===== config.mk =====
export PLATFORM = sky130hd
export DESIGN_NAME = sector_reader
export DESIGN_NICKNAME = d
export VERILOG_FILES = /design/src/rtl/sector_pkg.sv /design/src/rtl/sector_ram.sv /design/src/rtl/sector_reader.sv
export SDC_FILE = /design/constraint.sdc
export NUM_CORES = 2
export LEC_CHECK = 0
export CAP_MARGIN = 20
export CORE_MARGIN = 5
export CORE_UTILIZATION = 25
export CTS_CLUSTER_SIZE = 10
export DETAILED_ROUTE_END_ITERATION = 8
export GPL_ROUTABILITY_DRIVEN = 1
export HOLD_SLACK_MARGIN = 0.05
export PLACE_DENSITY = 0.39
export SLEW_MARGIN = 10
export SYNTH_ARGS = -nofsm -noshare
export SYNTH_HDL_FRONTEND = slang
export SYNTH_SLANG_ARGS = --single-unit
export TNS_END_PERCENT = 100

===== constraint.sdc =====
create_clock -name clk_i -period 3.1 [get_ports clk_i]
set_input_delay 0.465 -clock clk_i [delete_from_list [all_inputs] [get_ports clk_i]]
set_output_delay 0.465 -clock clk_i [all_outputs]
set_load 0.02 [all_outputs]

===== src/rtl/sector_pkg.sv =====
// Shared definitions for the sector reader: sector geometry and FSM state encoding.
package sector_pkg;

   localparam int SECTOR_BYTES = 512;
   localparam int SD_IDX_W     = 9;

   typedef enum logic [1:0] {
      IDLE,
      REQ,
      FILL,
      STREAM
   } sector_state_t;

endpackage


===== src/rtl/sector_ram.sv =====
// 512x8 simple dual-port sector buffer; one write port, registered read port, no reset.
module sector_ram
   import sector_pkg::*;
(
   input  logic                clk_i,
   input  logic                wr_en_i,
   input  logic [SD_IDX_W-1:0] wr_addr_i,
   input  logic [7:0]          wr_data_i,
   input  logic [SD_IDX_W-1:0] rd_addr_i,
   output logic [7:0]          rd_data_o
);

   logic [7:0] mem [SECTOR_BYTES];

   always_ff @(posedge clk_i) begin
      if (wr_en_i) begin
         mem[wr_addr_i] <= wr_data_i;
      end
      rd_data_o <= mem[rd_addr_i];
   end

endmodule


===== src/rtl/sector_reader.sv =====
// Requests one sector from the image controller, buffers the 512 delivered bytes
// and streams them out over a valid/ready interface.
module sector_reader
   import sector_pkg::*;
#(
   parameter int TIMEOUT_CYC = 65535,
   parameter int LBA_W       = 32
) (
   input  logic             clk_i,
   input  logic             reset_n_i,
   input  logic             req_i,
   input  logic [LBA_W-1:0] lba_i,
   output logic             busy_o,
   output logic             done_o,
   output logic             err_o,
   output logic [LBA_W-1:0] sd_lba_o,
   output logic [1:0]       sd_rd_o,
   output logic [1:0]       sd_wr_o,
   input  logic             sd_ack_i,
   input  logic [8:0]       sd_buff_addr_i,
   input  logic [7:0]       sd_buff_dout_i,
   input  logic             sd_buff_wr_i,
   output logic [7:0]       sd_buff_din_o,
   output logic [7:0]       byte_o,
   output logic             byte_valid_o,
   input  logic             byte_ready_i,
   output logic             last_o
);

   sector_state_t       state_q;
   logic [LBA_W-1:0]    lba_q;
   logic                busy_q;
   logic                done_q;
   logic                err_q;
   logic                rd_q;
   logic                valid_q;
   logic [9:0]          cnt_q;
   logic [9:0]          cnt_d;
   logic [31:0]         tmo_q;
   logic [SD_IDX_W-1:0] rp_q;
   logic [SD_IDX_W-1:0] rd_addr;
   logic                tmo_hit;
   logic                ram_we;
   logic [7:0]          ram_q;

   // The byte count includes a strobe arriving on the same cycle the ack falls.
   assign cnt_d   = cnt_q + 10'(sd_buff_wr_i);
   assign tmo_hit = (tmo_q == 32'(TIMEOUT_CYC - 1));
   assign ram_we  = (state_q == FILL) && sd_buff_wr_i;
   assign rd_addr = (valid_q && byte_ready_i) ? rp_q + 9'd1 : rp_q;

   sector_ram u_ram (
      .clk_i     (clk_i),
      .wr_en_i   (ram_we),
      .wr_addr_i (sd_buff_addr_i),
      .wr_data_i (sd_buff_dout_i),
      .rd_addr_i (rd_addr),
      .rd_data_o (ram_q)
   );

   always_ff @(posedge clk_i or negedge reset_n_i) begin
      if (!reset_n_i) begin
         state_q <= IDLE;
         lba_q   <= '0;
         busy_q  <= 1'b0;
         done_q  <= 1'b0;
         err_q   <= 1'b0;
         rd_q    <= 1'b0;
         valid_q <= 1'b0;
         cnt_q   <= '0;
         tmo_q   <= '0;
         rp_q    <= '0;
      end else begin
         done_q <= 1'b0;
         err_q  <= 1'b0;
         case (state_q)
            IDLE: begin
               if (req_i) begin
                  lba_q   <= lba_i;
                  cnt_q   <= '0;
                  tmo_q   <= '0;
                  busy_q  <= 1'b1;
                  rd_q    <= 1'b1;
                  state_q <= REQ;
               end
            end
            REQ: begin
               if (sd_ack_i) begin
                  rd_q    <= 1'b0;
                  cnt_q   <= '0;
                  tmo_q   <= '0;
                  state_q <= FILL;
               end else if (tmo_hit) begin
                  rd_q    <= 1'b0;
                  err_q   <= 1'b1;
                  busy_q  <= 1'b0;
                  state_q <= IDLE;
               end else begin
                  tmo_q <= tmo_q + 32'd1;
               end
            end
            FILL: begin
               cnt_q <= cnt_d;
               if (!sd_ack_i) begin
                  if (cnt_d == 10'(SECTOR_BYTES)) begin
                     rp_q    <= '0;
                     valid_q <= 1'b0;
                     tmo_q   <= '0;
                     state_q <= STREAM;
                  end else begin
                     err_q   <= 1'b1;
                     busy_q  <= 1'b0;
                     state_q <= IDLE;
                  end
               end else if (tmo_hit) begin
                  err_q   <= 1'b1;
                  busy_q  <= 1'b0;
                  state_q <= IDLE;
               end else begin
                  tmo_q <= tmo_q + 32'd1;
               end
            end
            STREAM: begin
               // First cycle only primes the RAM read of byte 0.
               if (!valid_q) begin
                  valid_q <= 1'b1;
               end else if (byte_ready_i) begin
                  rp_q <= rp_q + 9'd1;
                  if (rp_q == 9'(SECTOR_BYTES - 1)) begin
                     valid_q <= 1'b0;
                     done_q  <= 1'b1;
                     busy_q  <= 1'b0;
                     state_q <= IDLE;
                  end
               end
            end
            default: state_q <= IDLE;
         endcase
      end
   end

   assign busy_o        = busy_q;
   assign done_o        = done_q;
   assign err_o         = err_q;
   assign sd_lba_o      = lba_q;
   assign sd_rd_o       = {1'b0, rd_q};
   assign sd_wr_o       = 2'b00;
   assign sd_buff_din_o = 8'h00;
   assign byte_o        = valid_q ? ram_q : 8'h00;
   assign byte_valid_o  = valid_q;
   assign last_o        = valid_q && (rp_q == 9'(SECTOR_BYTES - 1));

endmodule

==> results by group <==
STA
  • Final hold violations: 0
  • Max Fclk: around 260 MHz
  • Worst Max-Slew Pin Slew: 0.957 ns
  • Tcrit/Tclk final: 125%
  • PnR worst setup slack: -0.769 ns
  • RSZ-0062 raised after global routing: yes
  • Slew HR: 36.0%
  • Fin Clk Skew: between 0.07 and 0.08 ns
  • Final setup vio count: 8
  • Crit path time final: 3.87 ns
  • Hold_ws: approximately 0.35 ns
  • Max-slew violations: 0

Power and ir drop
  • Switching Fraction: between 20% and 30%
  • Comb pwr share: around a quarter
  • Pwr per Cell Area: roughly 690 nW/um^2
  • Seq pwr share: 41.8%
  • P_int: roughly 0.11 W
  • Leakage power: around 71 nW
  • P_sw: between 0.04 and 0.05 W
  • Clk pwr share: around 34%
  • Peak supply drop: 0.547 mV

Detailed routing
  • Detail Route Antenna Nets: 0
  • Final WL: around 640,000 um
  • Wire per inst: between 20 and 30 um
  • DRC errors left: 0
  • Drt first-iter violations: between 10,000 and 15,000
  • DR pass1 iterations: 6
  • Via/cell ratio: approximately 4.8
  • Number of vias in the routed layout: ~100k

Setup path
  • WP data arrival: roughly 4.8 ns
  • CP Class: reg2reg
  • Crit-path max cell delay: roughly 0.50 ns
  • Required @ worst endpoint: between 4 and 5 ns
  • Startpoint Class: flop
  • CP max stage cell: dfrtp_4
  • Worst Setup End Kind: flop
  • Cell with the most instances on the worst path: buf_12
  • Worst path cell trace: ha_4, and3_4, buf_12, xnor2_4, buf_12, buf_12, nor3_4, buf_12, buf_4, a22oi_1, a21oi_1, a211oi_1, buf_4, a311oi_1, o21ai_1, o311ai_1
  • Crit Path Max Fanout: 23

Final layout
  • Share of layout cells above drive strength 1: a little under a third
  • Area grow syn2layout: 27.2%
  • Non-Filler Instances: about 22,000
  • Fin nets: ~12,000

Clock tree
  • CTS root buffer: clkbuf_16
  • TritonCTS clock tree: yes
  • Clock slew at reported path FFs: ~0.060 ns
  • CTS sink cnt: 4,194
  • TritonCTS Buffers: just under 500
  • H-tree levels: 5
  • Clock tree buffer depth: 4
  • Clk_lat worst skew: 1.04 ns

Die
  • I/O pin cnt: 112
  • Starting density of the core: 25.0%
  • Chip height: between 800 and 900 um
  • Area of the die: slightly above 700,000 um^2
  • Row cnt: 305
  • Die W: about 840 um
  • Core ar.: a little under 700,000 um^2

Yosys
  • Post-synth cell types: 94
  • Synthesized area per cell: about 17 um^2
  • Warnings, synthesis: 0
  • Number of synthesized flops with an enable pin: 4,096
  • Flops & latches, synth: 4,194
  • Seq/Total Area, Yosys: approximately 73%
  • Cell Area, Synth: approximately 170,000 um^2
  • Area contributors post-synth: edfxtp_1 (71%), mux4_2 (9.7%), mux2i_1 (3.6%), nand2_1 (2.5%), nor2_1 (1.4%)
  • Yosys top cell area share: roughly 71%
  • Mapped Cells: approximately 10,000
  • Most used DFF post-synth: edfxtp_1
  • FFs w/ async S/R, synth: 2.15%
  • Largest area contributor in the netlist: edfxtp_1

Global routing
  • Largest net degree at the start of global routing: 105
  • Aggregate global routing overflow: 0
  • Vias in the first global route: around 110k
  • First-pass GRT wire length: roughly 880,000 um
  • GRT Total Usage: ~18%
  • Initial antenna violation count: 54

Status
  • Failing checks: negative setup slack
  • Status: complete, but fails checks

Placement
  • PortBufs: 100
  • Placed cells: between 20,000 and 25,000
  • Routability cong.: 0.859
  • Detail Placement HPWL: 437,000 um

Job
  • Max cap viols: 0

Worst hold path
  • HP Class: in2reg
## path summary, 6_finish.rpt
path | start | end | slack, ns | cells after the start
min reg2reg | cnt_q[0] | cnt_q[0] | 0.50 | 2
min | sd_ack_i | rd_q | 0.35 | 4
max | rp_q[0] | u_ram.rd_data_o[7] | -0.77 | 16
max in group asynchronous | reset_n_i | sd_lba_o[25] | 1.99 | 4
max reg2reg | rp_q[0] | u_ram.rd_data_o[7] | -0.77 | 16
min in group asynchronous | reset_n_i | rp_q[3] | 0.50 | 3
## kinds of logic (layout without fill, tap and decap cells)
kind of cell	Yosys count	count (layout)	synth area share [%]
AO/OA/AOI/OAI	1077	1077	4.47
XOR/XNOR	43	43	0.232
adder cells (fa/ha/maj)	10	10	0.0726
buffers and inverters	715	3065	2.10
flip-flops	4194	4194	72.8
multiplexers	1439	1439	13.8
other	1	21	0.00218
AND/OR/NAND/NOR	2578	2578	6.56
## metal layers
| layer | track usage, % | vias to the layer above | share of wire [%] |
|---|---|---|---|
| li1 | - | 44300 | - |
| met1 | 24.7 | 56100 | 44 |
| met2 | 29.1 | 3407 | 47 |
| met3 | 2.36 | 723 | 5.4 |
| met4 | 4.42 | 10 | 2.7 |
| met5 | 0 | - | 0.010 |
## stage by stage
stage	cell area [um^2]	total power, W	util, %	TNS, ns	setup slack, ns
after floorplan	172000	0.0762	-	0	0.00274
after global placement	201000	0.0969	29.2	-125.86	-2.72
after detailed placement	201000	0.0970	29.2	-105.41	-2.17
after CTS	218000	0.151	31.7	-7.07	-0.704
after global routing	219000	0.155	31.8	-5.89	-0.805
final	219000	0.150	31.8	-5.51	-0.769
## sequential cells by signal, indices dropped and copies added, names as in the netlist
signal / count
u_ram.mem: 4096
done_o: 1
tmo_q: 32
state_q: 2
rd_q: 1
busy_o: 1
rp_q: 9
byte_valid_o: 1
cnt_q: 10
u_ram.rd_data_o: 8
err_o: 1
sd_lba_o: 32
## power groups by stage
| stage | logic (W) | clock network [W] | registers [W] |
|---|---|---|---|
| after floorplan | 0.0120 | 0 | 0.0642 |
| after global placement | 0.0329 | 0 | 0.0640 |
| after detailed placement | 0.0330 | 0 | 0.0640 |
| after CTS | 0.0354 | 0.0531 | 0.0628 |
| after global routing | 0.0370 | 0.0554 | 0.0628 |
| final | 0.0358 | 0.0516 | 0.0628 |
## cell usage after synthesis, types with 10 or more instances
cell	n
a311oi_1	30
and2_1	27
o311ai_0	12
a211oi_1	243
nor2_1	638
ha_1	10
o31ai_1	13
a31oi_1	100
mux2_2	77
o2111ai_1	11
buf_2	314
a221oi_1	26
edfxtp_1	4096
nor4_1	30
inv_1	15
nand4_1	93
buf_4	94
nand2b_1	12
or3_1	11
a2111oi_0	22
a311o_1	21
mux4_2	739
dfrtp_1	90
xnor2_1	19
o21ai_1	14
nand3_1	352
nor2b_1	126
a21oi_1	189
a32oi_1	106
nand2_1	1136
clkbuf_1	217
o211ai_1	29
buf_6	20
nor3_1	47
mux2i_1	623
o21ai_0	77
o22ai_1	31
xor2_1	21
buf_1	50
a22oi_1	55
and3_1	60
## cell type report
class | instances | area [um^2]
Antenna cell | 10 | 25.0
Clock buffer | 630 | 12800
Clock inverter | 74 | 865
Fill cell | 67000 | 469000
Inverter | 17 | 65.1
Multi-Input combinational cell | 5158 | 45400
Sequential cell | 4194 | 125000
Tap cell | 9210 | 11500
Timing Repair Buffer | 2344 | 23100
## repair_timing
item                       4_1_cts  5_1_grt
hold endpoints to repair       591        0
gates cloned                    14        1
hold buffers                    44        0
resized for setup              339      116
pin swaps                       88       59
setup buffers                  122       25
setup endpoints to repair       18       42
## layout by cell type, fill, tap and decap left out, types with 61 or more instances in the layout
| cell type | count |
|---|---|
| edfxtp_1 | 4096 |
| buf_4 | 1774 |
| nand2_1 | 1116 |
| mux4_2 | 739 |
| nor2_1 | 628 |
| mux2i_1 | 608 |
| clkbuf_16 | 487 |
| nand3_1 | 332 |
| buf_12 | 314 |
| a211oi_1 | 227 |
| a21oi_1 | 161 |
| clkbuf_1 | 133 |
| nor2b_1 | 126 |
| nand4_1 | 93 |
| a32oi_1 | 88 |
| dfrtp_1 | 86 |
| clkdlybuf4s50_1 | 81 |
| mux2_2 | 77 |
| a31oi_1 | 76 |
| o21ai_0 | 69 |
| buf_6 | 61 |
## worst max-delay path: cells and delay by family, from the launching register on
kind	cells	cell delay, ns
AOI/OAI and AO/OA	6	1.36
xor gates and xnor gates	1	0.14
adders and majority gates	1	0.24
buffers and inverters	6	1.04
DFF	1	0.50
and+or+nand+nor	2	0.47
Power figures use the tool's default switching activity.
